### src/rtl/hazard_pkg.sv
// Shared types and encodings for the hazard scoreboard: in-flight entry layout,
// forwarding-select encoding and result-ready stage constants.
package hazard_pkg;

    localparam int ENT_AW  = 8;
    localparam int ENT_RSW = 4;

    typedef struct packed {
        logic               valid;
        logic [ENT_AW-1:0]  addr;
        logic [ENT_RSW-1:0] rdy;
    } ent_t;

    localparam int SEL_RF  = 0;
    localparam int RDY_EXE = 0;
    localparam int RDY_MEM = 1;

    function automatic int SEL_STAGE(input int i);
        return i + 1;
    endfunction

endpackage

### src/rtl/hazard_scoreboard_if.sv
// ID-stage bundle between decode/control and the hazard scoreboard: decoded
// operands and destination, pipeline controls, stage results and the stall/forward answer.
interface hazard_scoreboard_if #(
    parameter int XLEN   = 32,
    parameter int NREG   = 32,
    parameter int STAGES = 3,
    parameter int NSRC   = 2
);
    import hazard_pkg::*;

    localparam int AW   = $clog2(NREG);
    localparam int RSW  = $clog2(STAGES);
    localparam int SELW = $clog2(STAGES + 1);

    logic                    id_valid;
    logic [NSRC-1:0]         id_src_used;
    logic [NSRC*AW-1:0]      id_src_addr;
    logic                    id_dst_wen;
    logic [AW-1:0]           id_dst_addr;
    logic [RSW-1:0]          id_ready_stage;
    logic                    id_kill;
    logic                    hold;
    logic                    flush_all;
    logic [STAGES*XLEN-1:0]  stage_data;
    logic [NSRC*XLEN-1:0]    rf_data;
    logic                    stall;
    logic [NSRC*SELW-1:0]    fwd_sel;
    logic [NSRC*XLEN-1:0]    opnd;

    modport master (
        output id_valid, id_src_used, id_src_addr, id_dst_wen, id_dst_addr,
               id_ready_stage, id_kill, hold, flush_all, stage_data, rf_data,
        input  stall, fwd_sel, opnd
    );

    modport slave (
        input  id_valid, id_src_used, id_src_addr, id_dst_wen, id_dst_addr,
               id_ready_stage, id_kill, hold, flush_all, stage_data, rf_data,
        output stall, fwd_sel, opnd
    );

endinterface

### src/rtl/hazard_scoreboard_fwd_src_lookup.sv
// Per-source priority match against the in-flight scoreboard plus operand mux.
// HAZARD_FWD_EN selects full forwarding; undefined gives a pure interlock.
module fwd_src_lookup
    import hazard_pkg::*;
#(
    parameter int XLEN   = 32,
    parameter int STAGES = 3,
    parameter int AW     = 5,
    parameter int SELW   = 2
) (
    input  logic                   used,
    input  logic [AW-1:0]          addr,
    input  ent_t [STAGES-1:0]      ent,
    input  logic [STAGES*XLEN-1:0] stage_data,
    input  logic [XLEN-1:0]        rf_data,
    output logic [SELW-1:0]        sel,
    output logic                   hazard,
    output logic [XLEN-1:0]        opnd
);

    logic found;

    // The youngest writer (lowest index) wins; once found, older entries are ignored.
    always_comb begin
        sel    = SELW'(SEL_RF);
        hazard = 1'b0;
        found  = 1'b0;
        if (used && addr != '0) begin
            for (int i = 0; i < STAGES; i++) begin
                if (!found && ent[i].valid && ent[i].addr == ENT_AW'(addr)) begin
                    found = 1'b1;
`ifdef HAZARD_FWD_EN
                    if (i >= int'(ent[i].rdy))
                        sel = SELW'(SEL_STAGE(i));
                    else
                        hazard = 1'b1;
`else
                    hazard = 1'b1;
`endif
                end
            end
        end
    end

`ifndef HAZARD_FWD_EN
    logic unused_rdy;

    always_comb begin
        unused_rdy = 1'b0;
        for (int i = 0; i < STAGES; i++)
            unused_rdy = unused_rdy ^ (^ent[i].rdy);
    end
`endif

    always_comb begin
        opnd = rf_data;
        for (int i = 0; i < STAGES; i++) begin
            if (sel == SELW'(SEL_STAGE(i)))
                opnd = stage_data[i*XLEN +: XLEN];
        end
    end

endmodule

### src/rtl/hazard_scoreboard.sv
// Shift-register scoreboard of in-flight destination registers with per-source
// forwarding select, forwarded operand and a single ID stall request.
module hazard_scoreboard
    import hazard_pkg::*;
#(
    parameter int XLEN   = 32,
    parameter int NREG   = 32,
    parameter int STAGES = 3,
    parameter int NSRC   = 2
) (
    input logic               clk,
    input logic               rst_n,
    hazard_scoreboard_if.slave bus
);

    localparam int AW   = $clog2(NREG);
    localparam int SELW = $clog2(STAGES + 1);

    ent_t [STAGES-1:0]     ent;
    ent_t                  new_ent;
    logic [NSRC-1:0]       hazard;
    logic                  issue;
    logic [NSRC*SELW-1:0]  sel_vec;
    logic [NSRC*XLEN-1:0]  opnd_vec;

    assign bus.stall   = bus.id_valid & ~bus.id_kill & (|hazard);
    assign issue       = bus.id_valid & ~bus.id_kill & ~bus.stall;
    assign bus.fwd_sel = sel_vec;
    assign bus.opnd    = opnd_vec;

    // Writes to r0 are never tracked, so r0 readers always fall through to the RF.
    always_comb begin
        new_ent = '0;
        if (issue && bus.id_dst_wen && bus.id_dst_addr != '0) begin
            new_ent.valid = 1'b1;
            new_ent.addr  = ENT_AW'(bus.id_dst_addr);
            new_ent.rdy   = ENT_RSW'(bus.id_ready_stage);
        end
    end

    always_ff @(posedge clk) begin
        if (!rst_n) begin
            ent <= '0;
        end else if (bus.flush_all) begin
            ent <= '0;
        end else if (!bus.hold) begin
            ent[0] <= new_ent;
            for (int i = 1; i < STAGES; i++)
                ent[i] <= ent[i-1];
        end
    end

    for (genvar s = 0; s < NSRC; s++) begin : g_src
        fwd_src_lookup #(
            .XLEN   (XLEN),
            .STAGES (STAGES),
            .AW     (AW),
            .SELW   (SELW)
        ) u_lookup (
            .used       (bus.id_src_used[s]),
            .addr       (bus.id_src_addr[s*AW +: AW]),
            .ent        (ent),
            .stage_data (bus.stage_data),
            .rf_data    (bus.rf_data[s*XLEN +: XLEN]),
            .sel        (sel_vec[s*SELW +: SELW]),
            .hazard     (hazard[s]),
            .opnd       (opnd_vec[s*XLEN +: XLEN])
        );
    end

endmodule

### src/flat_wrapper.sv
// flat-port wrapper written by rule: the top's interface ports become plain ports
module hazard_scoreboard_flat import hazard_pkg::*;
#(
    parameter int XLEN   = 32,
    parameter int NREG   = 32,
    parameter int STAGES = 3,
    parameter int NSRC   = 2
)
  (clk, rst_n, bus_id_valid, bus_id_src_used, bus_id_src_addr, bus_id_dst_wen, bus_id_dst_addr, bus_id_ready_stage, bus_id_kill, bus_hold, bus_flush_all, bus_stage_data, bus_rf_data, bus_stall, bus_fwd_sel, bus_opnd);
  hazard_scoreboard_if #(.XLEN(XLEN), .NREG(NREG), .STAGES(STAGES), .NSRC(NSRC)) bus_i ();
  input logic clk;
  input logic rst_n;
  input wire logic [$bits(bus_i.id_valid)-1:0] bus_id_valid;
  input wire logic [$bits(bus_i.id_src_used)-1:0] bus_id_src_used;
  input wire logic [$bits(bus_i.id_src_addr)-1:0] bus_id_src_addr;
  input wire logic [$bits(bus_i.id_dst_wen)-1:0] bus_id_dst_wen;
  input wire logic [$bits(bus_i.id_dst_addr)-1:0] bus_id_dst_addr;
  input wire logic [$bits(bus_i.id_ready_stage)-1:0] bus_id_ready_stage;
  input wire logic [$bits(bus_i.id_kill)-1:0] bus_id_kill;
  input wire logic [$bits(bus_i.hold)-1:0] bus_hold;
  input wire logic [$bits(bus_i.flush_all)-1:0] bus_flush_all;
  input wire logic [$bits(bus_i.stage_data)-1:0] bus_stage_data;
  input wire logic [$bits(bus_i.rf_data)-1:0] bus_rf_data;
  output wire logic [$bits(bus_i.stall)-1:0] bus_stall;
  output wire logic [$bits(bus_i.fwd_sel)-1:0] bus_fwd_sel;
  output wire logic [$bits(bus_i.opnd)-1:0] bus_opnd;
  assign bus_i.id_valid = bus_id_valid;
  assign bus_i.id_src_used = bus_id_src_used;
  assign bus_i.id_src_addr = bus_id_src_addr;
  assign bus_i.id_dst_wen = bus_id_dst_wen;
  assign bus_i.id_dst_addr = bus_id_dst_addr;
  assign bus_i.id_ready_stage = bus_id_ready_stage;
  assign bus_i.id_kill = bus_id_kill;
  assign bus_i.hold = bus_hold;
  assign bus_i.flush_all = bus_flush_all;
  assign bus_i.stage_data = bus_stage_data;
  assign bus_i.rf_data = bus_rf_data;
  assign bus_stall = bus_i.stall;
  assign bus_fwd_sel = bus_i.fwd_sel;
  assign bus_opnd = bus_i.opnd;
  hazard_scoreboard #(.XLEN(XLEN), .NREG(NREG), .STAGES(STAGES), .NSRC(NSRC)) u_core (.clk(clk), .rst_n(rst_n), .bus(bus_i));
endmodule
### config.mk
export PLATFORM = sky130hd
export DESIGN_NAME = hazard_scoreboard_flat
export DESIGN_NICKNAME = d
export VERILOG_FILES = /design/src/rtl/hazard_pkg.sv /design/src/rtl/hazard_scoreboard_if.sv /design/src/rtl/hazard_scoreboard_fwd_src_lookup.sv /design/src/rtl/hazard_scoreboard.sv /design/src/flat_wrapper.sv
export SDC_FILE = /design/constraint.sdc
export NUM_CORES = 1
export LEC_CHECK = 0
export BUFFER_PORTS_ARGS = -buffer_cell sky130_fd_sc_hd__buf_2
export CORE_AREA = 8 8 92 94
export CTS_CLUSTER_DIAMETER = 50
export CTS_CLUSTER_SIZE = 28
export DETAILED_ROUTE_END_ITERATION = 10
export DIE_AREA = 0 0 100 102
export PLACE_DENSITY_LB_ADDON = 0.12
export SLEW_MARGIN = 5
export SYNTH_ARGS = -nofsm -noshare
export SYNTH_HDL_FRONTEND = slang
export SYNTH_SLANG_ARGS = --single-unit
### constraint.sdc
create_clock -name clk -period 4.9 [get_ports clk]
set_input_delay 0.98 -clock clk [delete_from_list [all_inputs] [get_ports clk]]
set_output_delay 0.98 -clock clk [all_outputs]
set_load 0.01 [all_outputs]
==> out/metrics.yaml <==
timing:
  fin_crit_ns: 3.45
  fin_tns_setup_ns: 0
  timing_hold_violations_final: 0
  fin_crit_sh_pct: 70.4
  drv_slew: 0
  clock.fmax_mhz: 290
  fin_worst_skew_ns: 0.00412
  slew_headroom_pct: 60.5
  rsz0062_at_grt: "no"
  setup-violations-final: 0
  tightest_slew_ns: 0.592
  finalWorstSetupSlack_ns: 1.45
routing:
  antenna_left: 0
  drc: 0
  wl_per_cell_um: 17.1
  via_per_inst: 4.05
  routed_wl_um: 4070
  dr_total_vias: 965
  detail_route.first_pass.iterations: 4
  drtIter0Drc: 20
clock_network:
  hold_buffers: 0
  cts_tree: "yes"
  cts_resized: 0
  path_clk_slew_ns: 0.07
  insertion_delay_ns: 0.26
  root_buffer: "clkbuf_8"
  clock_sinks: 18
  cts_inserted_buffers: 3
  clockBufferDepth: 2
  postCtsSetupBuffers: 0
  h-tree-depth: 1
min_path:
  hold_start: "u_core.ent[38]"
  hold_path_class: "register to register"
setup_path:
  path_buf_inv: 2
  max_stage_delay_ns: 0.45
  slowest_stage: "nor4_1"
  crit_chain: "buf_2, xor2_1, nor4_1, nand3_1, a31oi_1, nor2_2, nor3b_1, buf_2"
  crit_required_ns: 3.92
  critPathLaunch: "bus_id_src_addr[1]"
  cp-end-kind: "output pin"
  crit_path_frequent_cell: "buf_2"
  regToRegStartpoint: "u_core.ent[31]"
  r2r_slack_ns: 3.14
  crit_arrival_ns: 2.47
  path_delay_family: "simple AND/OR/NAND/NOR gates"
  setup.worst_path.start_class: "input pin"
  worstSetupPathType: "input pin to output pin"
  worst-path-max-fanout: 7
run:
  maxCapViolations: 0
finish:
  reg.largest.list: "u_core.ent (18)"
  largest_reg_flops: 18
  final_core_util_pct: 18.7
  drive_gt1_share_pct: 20.9
  final_nets: 326
  fillers: 833
  antennaDiodeCount: 0
  syn2layout_area_growth_pct: -13.9
  mostFrequentLayoutCells: "xor2_1, buf_2, dfxtp_1"
  largest_register: "u_core.ent"
floorplanning:
  row_count: 31
  die_w_um: 100
  dieArea_um2: 10200
  ios: 255
  coreArea_um2: 7060
  start_util_pct: 21.7
  die_y_um: 102
yosys:
  synth_seq_cells: 18
  synth_cell_types: 23
  synth_top_family_by_area: "buffers and inverters"
  post_synth_and_or_nand_nor_area_fraction_pct: 11.3
  syn_inst: 179
  syn_avg_cell_area_um2: 8.57
  synth_seq_area_share_pct: 23.5
  netlist_area_um2: 1530
  yosys.area_share.xor_xnor_pct: 17.1
  synth-compound-area-share_pct: 5.38
  synthAdderAreaFrac_pct: 0
  synth_warnings: 0
  synthMuxAreaShare_pct: 7.83
pwr:
  p_leak_nw: 0.566
  power-per-cell-area_nw_per_um2: 234
  max-vdd-ir-drop_mv: 0.0734
placement:
  dp_hpwl_um: 3400
  place.gp.congestion: 0.836
  pre_cts_slack_ns: 1.47
  portBuffers: 24
global_route:
  grt_pass1_vias: 1032
  grt_pass1_wl_um: 5930
  globalRouteOverflowTotal: 0
  grt_max_degree: 15
  antenna_found_initial: 0
  track_usage_pct: 7.82
run_status:
  status: "completed"
==> where the power goes <==
part / internal [W] / switching (W) / total (W)
registers: 0.000147 / 0.000000730 / 0.000147
clock network: 0.0000715 / 0.0000518 / 0.000123
logic: 0.0000163 / 0.0000224 / 0.0000388
==> through the flow <==
step	hold WS, ns	instance area (µm²)	instances	total power, W
finish	0.561	1320	238	0.000309
global route	0.586	1320	238	0.000324
CTS	0.562	1320	238	0.000315
detailed placement	0.544	1270	234	0.000190
global placement	0.545	1270	234	0.000190
floorplan	0.484	1550	182	0.000226
==> layout make-up <==
type | count | area (µm²) | area share (%)
inverters | 2 | 7.51 | 0.568
clock buffers | 4 | 55.1 | 4.17
repair buffers | 24 | 120 | 9.09
multi-input cells | 91 | 654 | 49.5
well taps | 99 | 124 | 9.37
flip-flops and latches | 18 | 360 | 27.3
==> metal layers <==
| metal | vias up | GRT usage (%) | part of all wire (%) |
|---|---|---|---|
| met2 | 49 | 10.2 | 38 |
| met5 | - | 0 | 0 |
| met4 | 0 | 7.33 | 7.8 |
| li1 | 443 | - | - |
| met1 | 441 | 8.64 | 41 |
| met3 | 32 | 4.56 | 13 |
==> logic make-up (layout without fill, tap and decap cells) <==
family | count (synthesis) | in the layout
AOI/OAI and AO/OA | 10 | 10
other | 1 | 4
buffers and inverters | 73 | 30
DFF | 18 | 18
muxes | 12 | 12
xor gates and xnor gates | 30 | 30
and+or+nand+nor | 35 | 35
==> Yosys cell counts <==
cell type,instances,share of area [%]
nor3_1,1,0.33
clkbuf_1,2,0.49
nand2b_1,1,0.41
conb_1,1,0.24
nor2_2,1,0.41
o21ai_1,1,0.33
buf_2,1,0.33
xor2_1,24,14
nand4_1,1,0.41
xnor2_1,6,3.4
nand2_1,1,0.24
nor3b_1,1,0.49
a31oi_1,2,0.82
buf_4,68,33
a32o_1,6,3.9
mux2i_1,12,7.8
nand3_1,6,2.0
dfxtp_1,18,23
inv_1,2,0.49
or4_1,2,0.98
o21ai_0,1,0.33
nor2_1,15,3.7
nor4_1,6,2.4
==> tightest hold or removal path, cell delays in order (launching register included) <==
cell and delay (ns):
dfxtp_1 0.36, mux2i_1 0.09, nor2_1 0.08
==> path summary, 6_finish.rpt <==
check / to / cells past startpoint
min: u_core.ent[38] / 2
max: bus_stall / 8
min reg2reg: u_core.ent[38] / 2
max reg2reg: u_core.ent[4] / 6
Power figures use the tool's default switching activity.
